--- src/rtl/jtcps1_fetch_arb.sv ---
// Read-only SDRAM arbiter for the CPS1 video fetch path: three VRAM and three GFX ROM
// readers, each with a one-entry address/data cache. Optional macro JTCPS1_ARB_ROMPRIO_EN.
module jtcps1_fetch_arb #(
    parameter logic [21:0] VRAM_OFFSET = 22'h32_0000,
    parameter logic [21:0] GFX_OFFSET  = 22'h10_0000,
    parameter int unsigned TIMEOUT     = 64
) (
    input  logic        clk,
    input  logic        rst_n,
    input  logic        downloading,
    input  logic [2:0]  vram_cs,
    input  logic [53:0] vram_addr,
    output logic [47:0] vram_data,
    output logic [2:0]  vram_ok,
    input  logic [2:0]  rom_cs,
    input  logic [65:0] rom_addr,
    output logic [95:0] rom_data,
    output logic [2:0]  rom_ok,
    output logic        sdram_req,
    input  logic        sdram_ack,
    output logic [21:0] sdram_addr,
    input  logic        data_rdy,
    input  logic [31:0] data_read,
    output logic        timeout_err
);

    typedef enum logic [1:0] {IDLE, WAIT_ACK, WAIT_DATA} state_t;

    localparam logic [5:0] WAIT_LAST = 6'(TIMEOUT - 1);

    state_t      state_q, state_d;
    logic [21:0] slot_addr  [6];
    logic [21:0] slot_off   [6];
    logic [21:0] cache_addr [6];
    logic [15:0] vcache     [3];
    logic [31:0] rcache     [3];
    logic [5:0]  cs, valid, hit, pend;
    logic [2:0]  cur_slot;
    logic [1:0]  rom_idx;
    logic [21:0] cur_addr;
    logic [5:0]  wcnt;
    logic        discard;
    logic        found, grant, wait_done;
    logic [2:0]  sel;
`ifdef JTCPS1_ARB_ROMPRIO_EN
    logic [1:0]  vptr, rptr;
`else
    logic [2:0]  rr_ptr;
`endif

    assign cs = {rom_cs, vram_cs};

    for (genvar g = 0; g < 3; g++) begin : g_slot
        assign slot_addr[g]           = {4'd0, vram_addr[18*g +: 18]};
        assign slot_addr[g+3]         = rom_addr[22*g +: 22];
        assign slot_off[g]            = VRAM_OFFSET;
        assign slot_off[g+3]          = GFX_OFFSET;
        assign vram_data[16*g +: 16]  = vcache[g];
        assign rom_data[32*g +: 32]   = rcache[g];
    end

    for (genvar g = 0; g < 6; g++) begin : g_hit
        assign hit[g]  = cs[g] && valid[g] && (slot_addr[g] == cache_addr[g]);
        assign pend[g] = cs[g] && !hit[g];
    end

    assign vram_ok = hit[2:0] & {3{~downloading}};
    assign rom_ok  = hit[5:3] & {3{~downloading}};
    assign rom_idx = 2'(cur_slot - 3'd3);

    // Round-robin search starting at the slot after the last grant
    always_comb begin
        found = 1'b0;
        sel   = 3'd0;
`ifdef JTCPS1_ARB_ROMPRIO_EN
        for (int unsigned k = 0; k < 3; k++) begin
            logic [2:0] ri;
            ri = {1'b0, rptr} + 3'(k);
            if (ri >= 3'd3) ri = ri - 3'd3;
            if (!found && pend[ri + 3'd3]) begin
                found = 1'b1;
                sel   = ri + 3'd3;
            end
        end
        for (int unsigned k = 0; k < 3; k++) begin
            logic [2:0] vi;
            vi = {1'b0, vptr} + 3'(k);
            if (vi >= 3'd3) vi = vi - 3'd3;
            if (!found && pend[vi]) begin
                found = 1'b1;
                sel   = vi;
            end
        end
`else
        for (int unsigned k = 0; k < 6; k++) begin
            logic [3:0] idx;
            idx = {1'b0, rr_ptr} + 4'(k);
            if (idx >= 4'd6) idx = idx - 4'd6;
            if (!found && pend[idx[2:0]]) begin
                found = 1'b1;
                sel   = idx[2:0];
            end
        end
`endif
    end

    assign grant     = (state_q == IDLE) && !downloading && found;
    assign wait_done = data_rdy || (wcnt == WAIT_LAST);

    always_comb begin
        state_d = state_q;
        unique case (state_q)
            IDLE:      if (grant)     state_d = WAIT_ACK;
            WAIT_ACK:  if (sdram_ack) state_d = WAIT_DATA;
            WAIT_DATA: if (wait_done) state_d = IDLE;
            default:                  state_d = IDLE;
        endcase
    end

    always_ff @(posedge clk) begin
        if (!rst_n) begin
            state_q     <= IDLE;
            valid       <= '0;
            sdram_req   <= 1'b0;
            sdram_addr  <= '0;
            timeout_err <= 1'b0;
            cur_slot    <= '0;
            cur_addr    <= '0;
            wcnt        <= '0;
            discard     <= 1'b0;
`ifdef JTCPS1_ARB_ROMPRIO_EN
            vptr        <= '0;
            rptr        <= '0;
`else
            rr_ptr      <= '0;
`endif
            for (int unsigned i = 0; i < 6; i++) cache_addr[i] <= '0;
            for (int unsigned i = 0; i < 3; i++) begin
                vcache[i] <= '0;
                rcache[i] <= '0;
            end
        end else begin
            state_q <= state_d;
            if (downloading) valid <= '0;
            unique case (state_q)
                IDLE: if (grant) begin
                    cur_slot   <= sel;
                    cur_addr   <= slot_addr[sel];
                    sdram_addr <= slot_off[sel] + slot_addr[sel];
                    sdram_req  <= 1'b1;
                    discard    <= 1'b0;
`ifdef JTCPS1_ARB_ROMPRIO_EN
                    if (sel >= 3'd3) rptr <= (sel == 3'd5) ? 2'd0 : 2'(sel - 3'd2);
                    else             vptr <= (sel == 3'd2) ? 2'd0 : 2'(sel + 3'd1);
`else
                    rr_ptr <= (sel == 3'd5) ? 3'd0 : sel + 3'd1;
`endif
                end
                WAIT_ACK: begin
                    if (downloading) discard <= 1'b1;
                    if (sdram_ack) begin
                        sdram_req <= 1'b0;
                        wcnt      <= '0;
                    end
                end
                WAIT_DATA: begin
                    if (downloading) discard <= 1'b1;
                    if (data_rdy) begin
                        // A download seen at any point during the fetch voids the result
                        if (!discard && !downloading) begin
                            valid[cur_slot]      <= 1'b1;
                            cache_addr[cur_slot] <= cur_addr;
                            if (cur_slot < 3'd3) vcache[cur_slot[1:0]] <= data_read[15:0];
                            else                 rcache[rom_idx]       <= data_read;
                        end
                    end else if (wcnt == WAIT_LAST) begin
                        timeout_err <= 1'b1;
                    end else begin
                        wcnt <= wcnt + 6'd1;
                    end
                end
                default: ;
            endcase
        end
    end

endmodule

--- config.mk ---
export PLATFORM = sky130hd
export DESIGN_NAME = jtcps1_fetch_arb
export DESIGN_NICKNAME = d
export VERILOG_FILES = /design/src/rtl/jtcps1_fetch_arb.sv
export SDC_FILE = /design/constraint.sdc
export NUM_CORES = 1
export LEC_CHECK = 0
export CAP_MARGIN = 20
export CORE_AREA = 4 4 204 206
export DETAILED_ROUTE_END_ITERATION = 10
export DIE_AREA = 0 0 208 210
export PLACE_DENSITY = 0.75
export SYNTH_ARGS = -nofsm -noshare
export SYNTH_HDL_FRONTEND = slang
export SYNTH_SLANG_ARGS = --single-unit
--- constraint.sdc ---
create_clock -name clk -period 16.73 [get_ports clk]
set_input_delay 5.019 -clock clk [delete_from_list [all_inputs] [get_ports clk]]
set_output_delay 5.019 -clock clk [all_outputs]
set_load 0.01 [all_outputs]
Word-level counts from Yosys, hierarchy flattened

Memories as Yosys holds them, arrays and structs flattened.
Index checks and enable logic that the tools add are counted.

Memories kept: 4
Bits of input ports: 163
Memory bits (writable): 276
Flip-flop bits (word level): 67
Logic and storage cells: 206
Output and inout port bits: 174
Memory bits (read-only): 176

Memories:

| name            | depth | width | rd ports | clocked after memory_dff | wr ports | RTL line | RTL |
|---|---|---|---|---|---|---|---|
| (no name shown) | 8     | 22    | 1        | 0                        | 0        | 149      | `sdram_addr <= slot_off[sel] + slot_addr[sel];` |
| cache_addr      | 6     | 22    | 6        | 0                        | 6        | 34       | `logic [21:0] cache_addr [6];` |
| rcache          | 3     | 32    | 3        | 0                        | 3        | 36       | `logic [31:0] rcache [3];` |
| vcache          | 3     | 16    | 3        | 0                        | 3        | 35       | `logic [15:0] vcache [3];` |

Bitwise operators: 6
Add/subtract/negate cells: 15
Equality and inequality tests: 16
Mux-type cells: 84
$lt $le $gt $ge: 16
Reductions and logical operators: 55

Operator list:

| kind                                                       | number |
|---|---|
| two-way mux 22 bit                                         | 5 |
| binary-select mux 22 bit (select 3 bit)                    | 1 |
| equality test 18 x 22 -> 1 bit                             | 3 |
| equality test 22 bit                                       | 3 |
| two-way mux 6 bit                                          | 8 |
| two-way mux 3 bit                                          | 14 |
| two-way mux 1 bit                                          | 38 |
| two-way mux 32 bit                                         | 1 |
| OR reduction 32 bit                                        | 1 |
| less-than comparator 3 x 4 -> 1 bit, second input constant | 7 |
| logical AND 1 bit                                          | 27 |
| adder 22 bit                                               | 1 |
| OR reduction 22 bit                                        | 1 |
| >= comparator 4 x 3 -> 1 bit, second input constant        | 5 |
| binary-select mux 1 bit (select 3 bit)                     | 6 |
| subtractor 3 bit, second input constant                    | 6 |
| two-way mux 16 bit                                         | 1 |
| OR reduction 16 bit                                        | 1 |
| zero test 1 bit                                            | 13 |
| one-hot mux 6 bit (2 select lines)                         | 1 |
| AND reduction 3 bit                                        | 4 |
| two-way mux 2 bit                                          | 5 |
| != test 2 bit, second input constant                       | 5 |
| adder 3 x 2 -> 4 bit, second input constant                | 2 |
| other kinds (27)                                           | 33 |

Depth between registers and ports, before layout

An unclocked memory read counts as a cell.

Word-level depth: 28
Gate-level depth with buffers: 23
Depth with buffers taken out: 20

Worst setup path after synthesis

No wires, ideal clock.

Kind: input-to-output
Start point: in vram_addr[6]
End point: out vram_ok[0]
Slack: 5.663 ns
Stages on the path: 6
Arrival time: 6.048 ns
Required time: 11.711 ns
Path buffers: 0
Cell sequence: xnor2_1 nand2_1 nor3b_1 nand4b_1 or4_1 nor2_1

Longest elaborated chain between the ends: 3

RTL lines:

| what                           | RTL line | RTL |
|---|---|---|
| start, declared                | 12       | `input logic [53:0] vram_addr,` |
| equality test 18 x 22 -> 1 bit | 63       | `assign hit[g] = cs[g] && valid[g] && (slot_addr[g] == cache_addr[g]);` |
| logical AND 1 bit              | 63       |  |
| bitwise AND 3 bit              | 67       | `assign vram_ok = hit[2:0] & {3{~downloading}};` |
| end, declared                  | 14       | `output logic [2:0] vram_ok,` |

Every way passes these cells.

Final worst setup path

Start point: in rom_addr[48]
End point: out rom_ok[2]

Longest elaborated chain between the ends: 3

RTL lines:

| what                 | RTL line | RTL |
|---|---|---|
| start, declared      | 16       | `input logic [65:0] rom_addr,` |
| equality test 22 bit | 63       |  |
| logical AND 1 bit    | 63       |  |
| bitwise AND 3 bit    | 68       | `assign rom_ok = hit[5:3] & {3{~downloading}};` |
| end, declared        | 18       | `output logic [2:0] rom_ok,` |

Every way passes these cells.

==> insert_results.sql <==
INSERT INTO impl_metrics (metric_group, metric, value, unit) VALUES
('sta', 'transition_time_of_the_tightest_slew_check_pin', '1112', 'ps'),
('routing', 'vias', '11710', ''),
('yosys', 'synth_nets', '1508', ''),
('critical_path', 'cp_cell_sequence', 'clkdlybuf4s50_1 -> xnor2_1 -> nand4_1 -> nor4_1 -> nand2_1 -> nor2_1 -> clkdlybuf4s50_1', ''),
('cts', 'cts_buffer_depth', '3', ''),
('yosys', 'syn-instance-count', '1330', ''),
('routing', 'firstDrtPassIters', '6', ''),
('layout', 'area.growth.synth_to_final', '31.75', '%'),
('critical_path', 'worstSetupEndpointType', 'primary output', ''),
('sta', 'final-hold-violation-count', '0', ''),
('floorplanning', 'die-width', '208', 'µm'),
('sta', 'slew-limit-headroom', '25.19', '%'),
('cts', 'cts_max_level', '2', ''),
('cts', 'cts-resized-gates', '0', ''),
('critical_path', 'cpPeakStageDelay', '850', 'ps'),
('global_route', 'grt_pass1_vias', '11540', ''),
('placement', 'gp_routability_congestion', '0.9527', ''),
('routing', 'drt_wl_cell', '23.45', 'µm'),
('critical_path', 'worstPathRequired', '11710', 'ps'),
('layout', 'drive_gt1_share', '6.647', '%'),
('yosys', 'avgSynthCellArea', '11.83', 'µm²'),
('critical_path', 'worst_path_most_repeated_cell', 'clkdlybuf4s50_1', ''),
('global_route', 'antenna_found_initial', '3', ''),
('power', 'post-layout-total-power', '2.720', 'mW'),
('sta', 'setup_viol', '0', ''),
('yosys', 'synth-async-reset-ratio', '0', '%'),
('layout', 'final_core_util', '52.31', '%'),
('critical_path', 'timing.critical_path.buf_inv', '2', ''),
('layout', 'fin_area', '0.02073', 'mm²'),
('layout', 'n_fill_cell', '3395', ''),
('cts', 'cts.repair_timing.setup_buffer_count', '0', ''),
('cts', 'cts_buffer_count', '36', ''),
('yosys', 'biggest_area_consumer_among_synthesized_cells', 'edfxtp_1', ''),
('placement', 'place_hpwl', '38230', 'µm'),
('routing', 'wirelength_met1', '21050', 'µm'),
('cts', 'numClockSinks', '326', ''),
('sta', 'pins_over_slew_limit', '0', ''),
('placement', 'io_buffers', '336', ''),
('floorplanning', 'design.core.area', '0.03964', 'mm²'),
('global_route', 'grt_start_max_net_pins', '57', ''),
('sta', 'final.setup.tns', '0', 'ps'),
('sta', 'rsz_0062_raised_after_global_routing', 'false', ''),
('routing', 'met2_wirelength', '24210', 'µm'),
('cts', 'root_driver', 'clkbuf_16', ''),
('routing', 'detail_route.vias_per_cell', '5.330', ''),
('cts', 'cts_hold_buf', '0', ''),
('yosys', 'ys.warnings.count', '0', ''),
('outcome', 'outcome', 'completed', ''),
('worst_hold_path', 'hold_class', 'reg -> reg', ''),
('sta', 'setup_ws', '4075', 'ps'),
('power', 'power.ir.vdd_worst', '0.09860', 'mV'),
('global_route', 'grt_util_all_layers', '22.52', '%'),
('critical_path', 'critical_path.slowest_cell', 'nor4_1', ''),
('power', 'power.static_leakage', '7.587', 'nW'),
('routing', 'ant_nets', '0', ''),
('sta', 'fmaxAchievable', '79.02', 'MHz'),
('routing', 'met3RoutedLength', '4509', 'µm'),
('critical_path', 'timing.critical_path.from_type', 'input port', ''),
('cts', 'clock_transition_time_at_the_flip_flop_clock_pins_of_the_worst_setup_and_hold_paths', '60', 'ps'),
('routing', 'totalWireLength', '51520', 'µm'),
('floorplanning', 'die_area', '0.04368', 'mm²'),
('run', 'cap_violations', '0', ''),
('yosys', 'number_of_synthesized_flops_with_an_enable_pin', '276', ''),
('yosys', 'syn-cell-area', '0.01574', 'mm²'),
('floorplanning', 'fp-row-count', '73', ''),
('floorplanning', 'die_h', '210', 'µm'),
('global_route', 'grt_overflow', '0', ''),
('placement', 'dp_slack', '4187', 'ps'),
('sta', 'clock_skew', '11.10', 'ps'),
('power', 'cellPowerDensity', '131.2', 'mW/mm²'),
('yosys', 'postSynthRegisterBits', '326', '');
## final cells by class
cell class	instances	area, µm²	area share, %
Clock inverter	14	76.32	0.3681
Clock buffer	49	1001	4.827
Inverter	21	78.83	0.3802
Multi-Input combinational cell	901	6070	29.27
Tap cell	525	656.9	3.168
Antenna cell	2	5.005	0.02414
Timing Repair Buffer	359	3558	17.16
Sequential cell	326	9289	44.80
## report_power, final
part / switching [mW] / internal [mW]
combinational: 0.585 / 0.395
sequential: 0.0683 / 0.936
clock: 0.316 / 0.419
total: 0.969 / 1.75
## worst reg2reg max path, cell delays in order, from the launching register on
cell and delay [ps]:
dfxtp_1 870, clkinv_1 600, ha_1 740, a21oi_1 100, nor3b_1 190, a41o_1 250
o21a_1 140, or3_4 410, nor3_1 270, or2_2 780, buf_4 580, mux2i_1 340
mux2_2 210, a21oi_1 100, ha_1 260, ha_1 220, and3_1 170, a31o_1 210
or4_1 470, o311ai_1 230
## synth_stat cells, types with 3 or more instances
| cell type | n |
|---|---|
| edfxtp_1 | 276 |
| and3_1 | 23 |
| nor3_1 | 12 |
| mux4_2 | 4 |
| o31ai_1 | 5 |
| a221oi_1 | 3 |
| buf_2 | 6 |
| o221ai_1 | 4 |
| nand2b_1 | 10 |
| nor2_1 | 109 |
| a21oi_1 | 46 |
| xnor2_1 | 60 |
| or2_2 | 4 |
| inv_1 | 18 |
| o21ai_0 | 12 |
| dfxtp_1 | 50 |
| nand2_1 | 101 |
| nand4_1 | 18 |
| o211ai_1 | 21 |
| xor2_1 | 70 |
| a311oi_1 | 3 |
| a31oi_1 | 6 |
| a21o_1 | 7 |
| buf_4 | 17 |
| nor3b_1 | 4 |
| nand4b_1 | 4 |
| clkbuf_1 | 56 |
| nand3_1 | 18 |
| mux2_2 | 6 |
| mux2i_1 | 61 |
| a211oi_1 | 8 |
| ha_1 | 15 |
| or3_1 | 6 |
| nor4_1 | 23 |
| and2_1 | 197 |
## flip-flops by register name (all words and copies together), names as in the netlist, 2 cells and up
signal	flops
rr_ptr	3
wcnt	6
rcache	96
cur_slot	3
cache_addr	132
cur_addr	5
valid	6
vcache	48
sdram_addr	22
state_q	2
## placed cells by master (no fill, tap or decap), types with 5 or more instances in the layout
cell type        netlist  routed
a211oi_1               8       8
a21o_1                 7       7
a21oi_1               46      46
a31oi_1                6       6
and2_1               197     197
and3_1                23      23
buf_4                 17      21
clkbuf_1              56       9
clkbuf_16              0      37
clkdlybuf4s50_1        0     335
clkinv_1               2       8
dfxtp_1               50      50
edfxtp_1             276     276
ha_1                  15      15
inv_1                 18      18
mux2_2                 6       6
mux2i_1               61      61
nand2_1              101     101
nand2b_1              10       9
nand3_1               18      18
nand4_1               18      18
nor2_1               109     107
nor3_1                12      11
nor4_1                23      23
o211ai_1              21      21
o21ai_0               12      12
or2_2                  4       5
or3_1                  6       6
xnor2_1               60      60
xor2_1                70      70
## logic make-up after synthesis
kind of cell,Yosys count,synth area share (%)
AND/OR/NAND/NOR,544,18.47
XOR/XNOR,130,7.235
AO/OA/AOI/OAI,140,6.146
buffers and inverters,103,2.958
flip-flops,326,59.02
adder cells (fa/ha/maj),15,1.193
multiplexers,72,4.977
## final timing paths
path                                  to                    from  cells after the start
min                  valid[0]$_SDFF_PN0_     valid[0]$_SDFF_PN0_                      1
max reg2reg  sdram_addr[21]$_SDFFE_PN0P_  rr_ptr[0]$_SDFFE_PN0P_                     19
min reg2reg          valid[0]$_SDFF_PN0_     valid[0]$_SDFF_PN0_                      1
max                            rom_ok[2]            rom_addr[48]                      7
## per-stage QoR
stage                     hold slack, ps  cells
after floorplan                    418.6   1330
after global placement             431.4   2130
after detailed placement           434.4   2130
after CTS                          448.0   2193
after global routing               479.5   2197
final                              449.0   2197
## layer usage
| metal | track usage [%] | up-vias |
|---|---|---|
| met5 | 0 | - |
| met1 | 30.48 | 5682 |
| met2 | 35.64 | 553 |
| li1 | - | 5362 |
| met4 | 7.656 | 2 |
| met3 | 5.849 | 111 |
Power figures use the tool's default switching activity.
